==> config.mk <==
export PLATFORM = sky130hd
export DESIGN_NAME = fifo_rd_drain
export DESIGN_NICKNAME = d
export VERILOG_FILES = /design/src/rtl/fifo_rd_drain.sv
export SDC_FILE = /design/constraint.sdc
export NUM_CORES = 1
export LEC_CHECK = 0
export ABC_AREA = 1
export CORE_ASPECT_RATIO = 0.5
export CORE_MARGIN = 4
export CORE_UTILIZATION = 35
export DETAILED_ROUTE_END_ITERATION = 10
export GPL_TIMING_DRIVEN = 0
export PLACE_DENSITY = 0.7
export SLEW_MARGIN = 30
export SYNTH_ARGS = -nofsm -noshare
export SYNTH_HDL_FRONTEND = slang
export SYNTH_SLANG_ARGS = --single-unit
==> constraint.sdc <==
create_clock -name rd_clk -period 1.5 [get_ports rd_clk]
set_clock_uncertainty 0.15 [all_clocks]
set_input_delay 0.3 -clock rd_clk [delete_from_list [all_inputs] [get_ports rd_clk]]
set_output_delay 0.3 -clock rd_clk [all_outputs]
set_load 0.05 [all_outputs]
==> src/rtl/fifo_rd_drain.sv <==
// Read-side drain stage behind asy_fifo: fetches words into a 2-entry buffer and
// presents them on a valid/ready stream, draining in-flight reads cleanly when en drops.
module fifo_rd_drain #(
  parameter int WIDTH = 8,
  parameter int CNT_W = 16
) (
  input  logic             rd_clk,
  input  logic             rd_rst,
  input  logic             en,
  input  logic             fifo_empty,
  output logic             fifo_rd_en,
  input  logic [WIDTH-1:0] fifo_rd_data,
  output logic             out_valid,
  output logic [WIDTH-1:0] out_data,
  input  logic             out_ready,
  output logic             busy,
  input  logic             cnt_clr,
  output logic [CNT_W-1:0] word_cnt
);

  typedef enum logic [1:0] {IDLE, RUN, DRAIN} state_t;

  state_t           state_q, state_d;
  logic [1:0]       occ_q, occ_d;
  logic             pend_q, pend_d;
  logic             head_q, head_d;
  logic [WIDTH-1:0] buf_q [2];
  logic [WIDTH-1:0] buf_d [2];
  logic [CNT_W-1:0] word_cnt_q, word_cnt_d;
  logic             pop;
  logic             tail;
  logic [1:0]       committed;

  always_comb begin
    pop        = (occ_q != 2'd0) && out_ready;
    // Slots already owned by buffered or in-flight words once this cycle's pop retires.
    committed  = occ_q + {1'b0, pend_q} - {1'b0, pop};
    fifo_rd_en = !rd_rst && (state_q == RUN) && !fifo_empty && (committed < 2'd2);
    tail       = head_q ^ occ_q[0];

    state_d    = state_q;
    occ_d      = occ_q;
    pend_d     = fifo_rd_en;
    head_d     = head_q;
    buf_d      = buf_q;
    word_cnt_d = word_cnt_q;

    if (pend_q) buf_d[tail] = fifo_rd_data;
    if (pop) head_d = ~head_q;

    case ({pend_q, pop})
      2'b10:   occ_d = occ_q + 2'd1;
      2'b01:   occ_d = occ_q - 2'd1;
      default: occ_d = occ_q;
    endcase

    if (cnt_clr)  word_cnt_d = '0;
    else if (pop) word_cnt_d = word_cnt_q + 1'b1;

    case (state_q)
      IDLE:    if (en) state_d = RUN;
      RUN:     if (!en) state_d = DRAIN;
      DRAIN: begin
        if (en)                               state_d = RUN;
        else if (occ_q == 2'd0 && !pend_q)    state_d = IDLE;
      end
      default: state_d = IDLE;
    endcase
  end

  always_ff @(posedge rd_clk) begin
    if (rd_rst) begin
      state_q    <= IDLE;
      occ_q      <= 2'd0;
      pend_q     <= 1'b0;
      head_q     <= 1'b0;
      buf_q[0]   <= '0;
      buf_q[1]   <= '0;
      word_cnt_q <= '0;
    end else begin
      assert (occ_d != 2'd3);
      state_q    <= state_d;
      occ_q      <= occ_d;
      pend_q     <= pend_d;
      head_q     <= head_d;
      buf_q[0]   <= buf_d[0];
      buf_q[1]   <= buf_d[1];
      word_cnt_q <= word_cnt_d;
    end
  end

  assign out_valid = (occ_q != 2'd0);
  assign out_data  = buf_q[head_q];
  assign busy      = (state_q != IDLE);
  assign word_cnt  = word_cnt_q;

endmodule

==> metrics <==
total track usage=15.4%; final hold violation count=0; placed instance area=0.00245 mm2; syn nets=281; crit-path cells=nor2_4 > nor2_8 > nand2_2 > nand2_2 > nand2_2 > xnor2_2 > nor2_4 > buf_6; post-route insts no fill=398; Synth area leaders=dfxtp_1 (42%), nand2_1 (10%), inv_1 (10%); FF-to-FF Start=occ_q[1]$_SDFFE_PP0P_; largest fanout on the critical path=4; First DRT Iteration DRCs=62; hold crit path type=primary input to flop; Pre-Repair DR Iteration Count=4; xor/xnor share of the synthesized area=0.479%; P per Cell Area=962 mW/mm2; Cells after Synth=266; Clock Pin Slew Worst Setup and Hold Paths=0.08 ns; vias in the first global route=1786; Hold Crit Start=out_ready; Max VDD drop=0.438 mV; fin worst setup slack=-0.425 ns; hold path depth=4; total CTS buffers=5; max frequency=519 MHz; Yosys top cell area share=41.6%; Post-synth EDFFs=0; fin crit period=1.93 ns; Setup CP Type=flop to output port; Leakage=0.00121 uW; first-pass GRT wire length=7.88 mm; Hold Path End=head_q$_SDFFE_PP0P_; Skew-Pair Late Insertion Delay=0.30 ns; syn avg cell area=6.87 um2; dpl hpwl=3.22 mm; routed vias/inst=4.73; CP max-delay cell=dfxtp_4; fin. max-slew vios=0; RSZ-0062 raised after global routing=true; CTS tree=built; Die Y=59.1 um; top_reg_cell synth=dfxtp_1; post-route design area=0.00279 mm2; worst path arrival time=1.48 ns; cell depth of the worst flop-to-flop path=13; clock sink count=38; hold_buf cts=0; final WL=4.80 mm; Post-Synth Adder-Cell Area=0.685%; top cells by count, synth=nand2_1 (50), inv_1 (49), dfxtp_1 (38); critical path required time=1.05 ns; synth warn=0; setup violators final=11; largest net degree at the start of global routing=13; worst r2r dst=occ_q[1]$_SDFFE_PP0P_; IO Count=41; Final Net Count=342; area grow syn2layout=52.6%; Placer Congestion=0.807; Synth Register Bits=38; period utilization=128%; FFs w/ async S/R, synth=0%; Worst path most repeated cell=nand2_2; total grt overflow=0; failing checks=negative setup slack; relative slew slack=74.4%; initial antenna violation count=0; sequential-to-total area share from yosys stat=41.6%; status=finished, violations left; Unique masters post-synth=22; R2R Setup Slk=-0.36 ns; cell taking the most area after synthesis=dfxtp_1; Placed Cells=376; die width=110 um; Compound-Gate Fraction of Synth Area=17.1%; cell with the most instances after synthesis=nand2_1; share of cells above drive strength 1=36.3%; mapped cell area=0.00183 mm2; vias=1884; Root Buffer=clkbuf_8; drt wl/cell=12.1 um; WHS=0.305 ns; worst-margin pin slew=0.381 ns; mux contribution to synthesized area=0%; Core Box Area=0.00498 mm2; Starting Density=36.7%; CTS HTree Levels=2; Clock Path Buffers=2; IO Port Bufs=40; final setup TNS=-1.77 ns; post-route ant nets=0; die area=0.00651 mm2; largest family of logic cells by synthesized area=simple AND/OR/NAND/NOR gates; simple-gate portion of the synthesized area=28.2%; crit-path max cell delay=0.39 ns; maxcap violations=0; ant diodes=0; kind of start point of the critical path=flop; CP endpoint kind=output port; row count=18; DRC Markers=0
[stage by stage]
stage / util, % / total power (uW) / setup slack, ns
finish: 56.0 / 2680 / -0.425
detailed placement: 49.2 / 1670 / -1.44
floorplan: - / 1510 / -0.257
global placement: 49.2 / 1650 / -1.40
CTS: 55.7 / 2660 / -0.408
global route: 56.0 / 2800 / -0.503
[placed cells by master (no fill, tap or decap), types with 3 or more instances in the layout]
cell type        synthesis  layout
dfxtp_1                 38      23
nor2_1                  24      20
a21oi_1                 27      27
nand2_1                 50      36
nor2_4                   1       6
nand3_4                  2       3
o21ai_4                  0       3
nand2_4                  0       8
dfxtp_4                  0       8
inv_2                    0       3
inv_1                   49      44
nand2_2                  4       8
clkdlybuf4s50_1          0      12
nand4_1                  3       3
buf_6                    0      12
clkbuf_8                 0       5
nand3_1                 13      12
clkbuf_2                 0       3
clkbuf_16                0       3
o21ai_1                  0       3
buf_4                    1      14
o21ai_2                  0       6
nor3_1                   5       5
o21ai_0                 34      22
buf_2                    3      14
dfxtp_2                  0       7
[worst max path at each step]
stage	startpoint	to	cells past startpoint
floorplan	occ_q[0]$_SDFFE_PP0P_	fifo_rd_en	7
finish	occ_q[0]$_SDFFE_PP0P_	fifo_rd_en	8
detailed placement	out_ready	fifo_rd_en	9
global route	occ_q[1]$_SDFFE_PP0P_	fifo_rd_en	7
global placement	out_ready	fifo_rd_en	9
CTS	occ_q[0]$_SDFFE_PP0P_	fifo_rd_en	9
[layout make-up]
class                   count  area, um2
plain buffers               6       62.6
clock buffers               6       93.8
clock inverters             2       10.0
fillers                   426       2190
well taps                  70       87.6
flip-flops and latches     38        800
inverters                  49        189
repair buffers             55        480
multi-input cells         172       1060
[sequential cells by signal, summed over array words and instances (netlist names)]
name      cells
buf_q        16
head_q        1
occ_q         2
pend_q        1
state_q       2
word_cnt     16
[repair_timing]
item,in CTS,in global routing
cloned,1,0
setup endpoints to repair,55,51
pin swaps,19,2
resized for setup,165,46
buffers inserted,13,1
[kinds of logic after synthesis]
logic type	Yosys count
xor gates and xnor gates	1
and+or+nand+nor	108
DFF	38
AOI/OAI and AO/OA	62
adders and majority gates	1
buffers and inverters	56
[critical path: cells and delay by family, from the launching register on]
family	cells	cell delay (ns)
buf+inv	1	0.15
flops	1	0.39
xor+xnor	1	0.22
simple gates	6	0.41
[power by group]
part	internal [uW]	switching (uW)	total, uW	leakage [uW]
clock network	423	384	807	0.0000561
logic	334	443	776	0.000841
registers	1050	48.6	1100	0.000317
total	1810	876	2680	0.00121
[metal layers]
metal  vias to the layer above  share of wire [%]  GRT usage (%)
met2                        37                 50           26.3
li1                        977                  -              -
met5                         -                  0              0
met1                       864                 45           19.3
met4                         0                1.4           4.39
met3                         6                3.9           4.13
(Power assumes the default switching activity.)
